==> src/rtl/traffic_phase_decoder.sv <==
// traffic_phase_decoder: turns the down-counter's count/phase into lamps,
// WALK, a two-digit countdown, the counter restart request and a fault flag.
//
// Ports:
//   clk, reset (async, active-low)
//   count_in [BITS-1:0], phase_in [1:0]   counter value and phase
//   hold_in, ped_req, night_mode          freeze, pedestrian button, night
//   ns_light, ew_light [2:0] {R,Y,G}      lamp drives
//   walk                                  pedestrian WALK lamp
//   seg_tens, seg_ones [6:0] {g..a}       countdown digits, active-high
//   light_out_time                        1 = counter clears to 0
//   fault                                 sticky illegal-phase flag
module traffic_phase_decoder #(
    parameter int BITS       = 5,
    parameter int BLINK_DIV  = 2,
    parameter int WALK_BLINK = 5
) (
    input  logic            clk,
    input  logic            reset,
    input  logic [BITS-1:0] count_in,
    input  logic [1:0]      phase_in,
    input  logic            hold_in,
    input  logic            ped_req,
    input  logic            night_mode,
    output logic [2:0]      ns_light,
    output logic [2:0]      ew_light,
    output logic            walk,
    output logic [6:0]      seg_tens,
    output logic [6:0]      seg_ones,
    output logic            light_out_time,
    output logic            fault
);

    typedef enum logic [1:0] {
        S_INIT,
        S_RUN,
        S_NIGHT,
        S_FAULT
    } state_t;

    localparam int         CW        = BITS + 4;
    localparam logic [6:0] SEG_DASH  = 7'b1000000;
    localparam logic [6:0] SEG_BLANK = 7'b0000000;
    localparam logic [2:0] LAMP_R    = 3'b100;
    localparam logic [2:0] LAMP_Y    = 3'b010;
    localparam logic [2:0] LAMP_G    = 3'b001;

    function automatic logic [6:0] seg7(input logic [CW-1:0] d);
        logic [6:0] s;
        s = SEG_DASH;
        if (d <= CW'(9)) begin
            case (d[3:0])
                4'd0:    s = 7'h3F;
                4'd1:    s = 7'h06;
                4'd2:    s = 7'h5B;
                4'd3:    s = 7'h4F;
                4'd4:    s = 7'h66;
                4'd5:    s = 7'h6D;
                4'd6:    s = 7'h7D;
                4'd7:    s = 7'h07;
                4'd8:    s = 7'h7F;
                4'd9:    s = 7'h6F;
                default: s = SEG_DASH;
            endcase
        end
        return s;
    endfunction

    state_t      state_q, state_d;
    logic [1:0]  phase_prev_q, phase_prev_d;
    logic        first_q, first_d;
    logic        ped_pending_q, ped_pending_d;
    logic        walk_on_q, walk_on_d;
    logic [3:0]  div_q, div_d;
    logic        blink_q, blink_d;
    logic [2:0]  ns_q, ns_d;
    logic [2:0]  ew_q, ew_d;
    logic        walk_q, walk_d;
    logic [6:0]  tens_q, tens_d;
    logic [6:0]  ones_q, ones_d;
    logic        lot_q, lot_d;
    logic        fault_q, fault_d;

    logic [CW-1:0] cnt_w;
    logic [CW-1:0] tens_w;
    logic [CW-1:0] ones_w;
    logic [1:0]    phase_step;
    logic          cnt_nz;
    logic          illegal;
    logic          ph2_entry;
    logic          walk_blink_zone;

    always_comb begin
        cnt_w           = CW'(count_in);
        tens_w          = cnt_w / CW'(10);
        ones_w          = cnt_w % CW'(10);
        cnt_nz          = |count_in;
        // A step of 2 or 3 (mod 4) is a skipped or reversed phase.
        phase_step      = phase_in - phase_prev_q;
        illegal         = cnt_nz & ~first_q & phase_step[1];
        ph2_entry       = (phase_in == 2'd2) && (phase_prev_q != 2'd2);
        walk_blink_zone = count_in <= BITS'(WALK_BLINK);
    end

    always_comb begin
        state_d       = state_q;
        phase_prev_d  = phase_prev_q;
        first_d       = first_q;
        ped_pending_d = ped_pending_q;
        walk_on_d     = walk_on_q;
        ns_d          = ns_q;
        ew_d          = ew_q;
        walk_d        = walk_q;
        tens_d        = tens_q;
        ones_d        = ones_q;
        lot_d         = lot_q;
        fault_d       = fault_q;

        // Free-running blink divider, unaffected by hold.
        div_d   = div_q + 4'd1;
        blink_d = blink_q;
        if (div_q == 4'(BLINK_DIV - 1)) begin
            div_d   = 4'd0;
            blink_d = ~blink_q;
        end

        if (!hold_in) begin
            ns_d   = LAMP_R;
            ew_d   = LAMP_R;
            walk_d = 1'b0;
            tens_d = SEG_DASH;
            ones_d = SEG_DASH;
            lot_d  = 1'b1;

            unique case (state_q)
                S_INIT: begin
                    state_d = S_RUN;
                    lot_d   = 1'b0;
                end
                S_RUN: begin
                    if (cnt_nz) begin
                        phase_prev_d = phase_in;
                        first_d      = 1'b0;
                    end
                    if (illegal) begin
                        state_d   = S_FAULT;
                        fault_d   = 1'b1;
                        walk_on_d = 1'b0;
                        ns_d      = {blink_d, 2'b00};
                        ew_d      = {blink_d, 2'b00};
                    end else if (night_mode) begin
                        state_d   = S_NIGHT;
                        walk_on_d = 1'b0;
                        ns_d      = {1'b0, blink_d, 1'b0};
                        ew_d      = {1'b0, blink_d, 1'b0};
                    end else begin
                        lot_d = 1'b0;
                        if (cnt_nz) begin
                            // Grant clears before the new request below,
                            // so a same-clk press waits a full round.
                            if (ph2_entry && ped_pending_q) begin
                                walk_on_d     = 1'b1;
                                ped_pending_d = 1'b0;
                            end
                            if (phase_in != 2'd2) begin
                                walk_on_d = 1'b0;
                            end
                            unique case (phase_in)
                                2'd0: begin
                                    ns_d = LAMP_G;
                                    ew_d = LAMP_R;
                                end
                                2'd1: begin
                                    ns_d = LAMP_Y;
                                    ew_d = LAMP_R;
                                end
                                2'd2: begin
                                    ns_d = LAMP_R;
                                    ew_d = LAMP_G;
                                end
                                2'd3: begin
                                    ns_d = LAMP_R;
                                    ew_d = LAMP_Y;
                                end
                            endcase
                            tens_d = (tens_w == '0) ? SEG_BLANK
                                                    : seg7(tens_w);
                            ones_d = seg7(ones_w);
                        end
                        walk_d = walk_on_d
                               & (~walk_blink_zone | blink_d);
                    end
                end
                S_NIGHT: begin
                    if (!night_mode) begin
                        state_d = S_INIT;
                        first_d = 1'b1;
                    end else begin
                        ns_d = {1'b0, blink_d, 1'b0};
                        ew_d = {1'b0, blink_d, 1'b0};
                    end
                end
                S_FAULT: begin
                    ns_d = {blink_d, 2'b00};
                    ew_d = {blink_d, 2'b00};
                end
            endcase
        end

        if (ped_req && state_q != S_FAULT) begin
            ped_pending_d = 1'b1;
        end
    end

    always_ff @(posedge clk or negedge reset) begin
        if (!reset) begin
            state_q       <= S_INIT;
            phase_prev_q  <= 2'd0;
            first_q       <= 1'b1;
            ped_pending_q <= 1'b0;
            walk_on_q     <= 1'b0;
            div_q         <= 4'd0;
            blink_q       <= 1'b0;
            ns_q          <= LAMP_R;
            ew_q          <= LAMP_R;
            walk_q        <= 1'b0;
            tens_q        <= SEG_DASH;
            ones_q        <= SEG_DASH;
            lot_q         <= 1'b1;
            fault_q       <= 1'b0;
        end else begin
            state_q       <= state_d;
            phase_prev_q  <= phase_prev_d;
            first_q       <= first_d;
            ped_pending_q <= ped_pending_d;
            walk_on_q     <= walk_on_d;
            div_q         <= div_d;
            blink_q       <= blink_d;
            ns_q          <= ns_d;
            ew_q          <= ew_d;
            walk_q        <= walk_d;
            tens_q        <= tens_d;
            ones_q        <= ones_d;
            lot_q         <= lot_d;
            fault_q       <= fault_d;
        end
    end

    assign ns_light       = ns_q;
    assign ew_light       = ew_q;
    assign walk           = walk_q;
    assign seg_tens       = tens_q;
    assign seg_ones       = ones_q;
    assign light_out_time = lot_q;
    assign fault          = fault_q;

endmodule

==> config.mk <==
export PLATFORM = sky130hd
export DESIGN_NAME = traffic_phase_decoder
export DESIGN_NICKNAME = d
export VERILOG_FILES = /design/src/rtl/traffic_phase_decoder.sv
export SDC_FILE = /design/constraint.sdc
export NUM_CORES = 1
export LEC_CHECK = 0
export CORE_ASPECT_RATIO = 0.9
export CORE_MARGIN = 1
export CORE_UTILIZATION = 58
export CTS_BUF_LIST = sky130_fd_sc_hd__clkbuf_16
export DETAILED_ROUTE_END_ITERATION = 8
export HOLD_SLACK_MARGIN = 0.12
export PLACE_DENSITY = 0.86
export SYNTH_ARGS = -nofsm -noshare
export SYNTH_HDL_FRONTEND = slang
export SYNTH_SLANG_ARGS = --single-unit
==> constraint.sdc <==
create_clock -name clk -period 2.9 [get_ports clk]
set_input_delay 0.58 -clock clk [delete_from_list [all_inputs] [get_ports clk]]
set_output_delay 0.58 -clock clk [all_outputs]
set_load 0.005 [all_outputs]
==> results.json <==
{
  "outcome": "complete, no violations",
  "fp-row-count": 20,
  "fill_cells": 193,
  "grt_overflow_total": 0,
  "crit_path_end_kind": "flop",
  "die_y_um": 60.06,
  "post-route-min-period_ns": 2.806,
  "met3_usage_pct": 5.344,
  "initial_core_util_pct": 62.45,
  "switching_share_pct": 32.22,
  "portBuffers": 33,
  "routabilityCongestion": 0.8891,
  "yosysMostFrequentCell": "dfrtp_1",
  "start_kind": "input pin",
  "crit_path_max_incr_delay_ns": 0.28,
  "avgSynthCellArea_um2": 9.126,
  "skew_ns": 0.004977,
  "wl_per_cell_um": 16.65,
  "final_nets": 326,
  "synthToLayoutAreaGrowth_pct": 37.79,
  "critPathTopFamily": "compound AO/OA/AOI/OAI gates",
  "cts_inserted_buffers": 5,
  "crit_type": "in2reg",
  "cp-startpoint": "count_in[3]",
  "async_reset_ff_share_pct": 100.0,
  "clock_sinks": 33,
  "maxCapViolCount": 0,
  "drc": 0,
  "cts_buffer_depth": 2,
  "cts_tree": "yes",
  "cts_root_buffer": "clkbuf_16",
  "hold_start": "fault",
  "met1_usage_pct": 44.03,
  "clkTransAtPathRegs_ns": 0.05,
  "antenna_found_initial": 0,
  "synth_top_flop_cell": "dfrtp_1",
  "critPathMaxFanout": 5,
  "total_power_mw": 1.749,
  "grt_usage_pct": 32.47,
  "maxSlewViolCount": 0,
  "clkPwrFrac_pct": 27.1,
  "vias_per_cell": 6.072,
  "clock_latency_ns": 0.27,
  "worst-path-buf-inv": 4,
  "crit_chain": "dlygate4sd2_1 -> nor2_4 -> inv_2 -> ha_4 -> nand2b_4 -> o21a_2 -> nor3_4 -> xnor2_2 -> inv_2 -> ha_4 -> a2bb2oi_1 -> o211ai_1 -> buf_4 -> o21ai_0",
  "synth_fp_nets": 259,
  "power_switching_uw": 563.6,
  "use_met2_pct": 54.81,
  "core-area_um2": 3478,
  "synth_enable_flop_cells": 0,
  "grt_pass1_wl_um": 9591,
  "hold_viol_final": 0,
  "ys_ff_latch": 33,
  "synth.cell_area_um2": 2172,
  "place_area_um2": 2796,
  "internal_power_mw": 1.186,
  "wirelength_um": 5811,
  "fmax_mhz": 356.4,
  "power_frac_comb_pct": 36.2,
  "grt_max_degree": 34,
  "dp_hpwl_um": 4037,
  "drive_above_1_share_pct": 25.90,
  "cp_num_cells": 14,
  "fp.dieW_um": 66.51,
  "p_seq_share_pct": 36.7,
  "die-area_um2": 3994,
  "p_leak_nw": 1.386,
  "rsz0062_at_grt": "no",
  "vias": 2119,
  "final_area_um2": 2993,
  "yosys-top-cells-area": "dfrtp_1, dfstp_2, ha_1, nand2_1, a21oi_1",
  "min_path_cells": 1,
  "cp.required_ns": 3.04,
  "p_per_area_nw_per_um2": 584.4,
  "cts-htree-levels": 2,
  "synth_warnings": 0,
  "cts_hold_buf": 0,
  "grt_pass1_vias": 2072,
  "synth_sequential_area_ratio_pct": 38.36,
  "final_min_period_over_clock_period_pct": 96.76,
  "antenna_cells": 0,
  "slowest_stage": "dlygate4sd2_1",
  "tns_ns": 0,
  "ios": 35,
  "grt-busiest-layer": "met2",
  "drtAntennaViolNets": 0,
  "arrival_ns": 2.94,
  "min_path_type": "reg2reg",
  "drt_iter0_markers": 122,
  "final_util_pct": 86.04,
  "synthCells": 238,
  "firstDrtPassIters": 5,
  "synth_top_area_share_pct": 31.11,
  "synth_common_cells": "dfrtp_1, nand2_1",
  "synth_area_leader_cell": "dfrtp_1",
  "r2r-start": "state_q[1]",
  "synth_cell_type_count": 60,
  "reg2reg_depth": 7,
  "setup_violations": 0,
  "peakVddDrop_uv": 618.9
}
## metrics by stage
stage / instances / setup WS, ns / hold WS [ns]
floorplan: 238 / 0.008983 / 0.2844
global placement: 337 / -0.3195 / 0.4421
detailed placement: 337 / -0.4153 / 0.4487
CTS: 348 / 0.08482 / 0.4605
global route: 349 / 0.006683 / 0.4649
finish: 349 / 0.09388 / 0.4600
## cells in the final DEF, fill, tap and decap left out, types with 2 or more instances in the layout
master	instances
and3_1	2
nand2b_1	4
clkbuf_16	5
xnor2_2	2
and2_1	2
ha_4	3
a21o_1	8
o31ai_1	2
dfstp_2	6
nor3_1	5
nor2_1	15
o21ai_1	2
a221oi_1	2
inv_2	2
o2111ai_1	2
a22o_1	4
buf_4	40
a31oi_1	3
nand4_1	4
xor2_1	2
a32o_1	2
o21ai_0	15
nand2_1	24
dlygate4sd2_1	3
a21oi_1	15
nand3_1	8
mux2_2	3
ha_1	5
o21a_1	2
xnor2_1	2
clkdlybuf4s50_1	30
nor3_2	2
nor2b_1	4
dfrtp_1	27
inv_1	14
a2bb2oi_1	2
## layout make-up
| type | instances | area, um^2 | share of cell area [%] |
|---|---|---|---|
| Timing Repair Buffer | 74 | 638.1 | 21.32 |
| Clock buffer | 5 | 125.1 | 4.181 |
| Inverter | 15 | 56.30 | 1.881 |
| Clock inverter | 2 | 8.758 | 0.2926 |
| Sequential cell | 33 | 833.3 | 27.84 |
| Tap cell | 44 | 55.05 | 1.839 |
| Multi-Input combinational cell | 176 | 1276 | 42.64 |
## timing repair
action / in CTS / in global routing
resized for setup: 7 / 2
buffers inserted: 4 / 1
pin swaps: 4 / 5
setup endpoints to repair: 7 / 7
## path summary, 6_finish.rpt
| check | end | slack, ns |
|---|---|---|
| max | seg_ones[1] | 0.09 |
| min | fault | 0.46 |
| max reg2reg | seg_ones[1] | 0.91 |
| min reg2reg | fault | 0.46 |
| max in group asynchronous | light_out_time | 1.84 |
| min in group asynchronous | div_q[2] | 0.72 |
## kinds of logic after synthesis
| kind of cell | after synthesis | share of synthesized area, % |
|---|---|---|
| and+or+nand+nor | 79 | 18.72 |
| AOI/OAI and AO/OA | 77 | 26.73 |
| DFF | 33 | 38.36 |
| buffers and inverters | 29 | 6.048 |
| adders and majority gates | 9 | 5.184 |
| xor gates and xnor gates | 6 | 2.766 |
| muxes | 4 | 2.016 |
| other | 1 | 0.1726 |
## registers in the layout (all words and copies together) (netlist names)
name and flops:
fault 1, div_q 4, ew_light 3, state_q 2, light_out_time 1, seg_tens 5
seg_ones 7, blink_q 1, ns_light 3, walk 1, walk_on_q 1, phase_prev_q 2
first_q 1, ped_pending_q 1
## per-layer routing
metal	part of all wire (%)	vias to the layer above
li1	-	985
met1	45	1036
met2	48	89
met3	5.8	9
met4	1.3	0
met5	0	-
## power by group through the flow
stage,sequential (mW),combinational (mW),clock [mW]
2_1_floorplan,0.599,0.402,0
3_3_place_gp,0.638,0.586,0
3_5_place_dp,0.642,0.601,0
4_1_cts,0.638,0.622,0.480
5_1_grt,0.653,0.699,0.496
6_report,0.642,0.633,0.475
No activity file was read; power rests on OpenSTA's default activity.
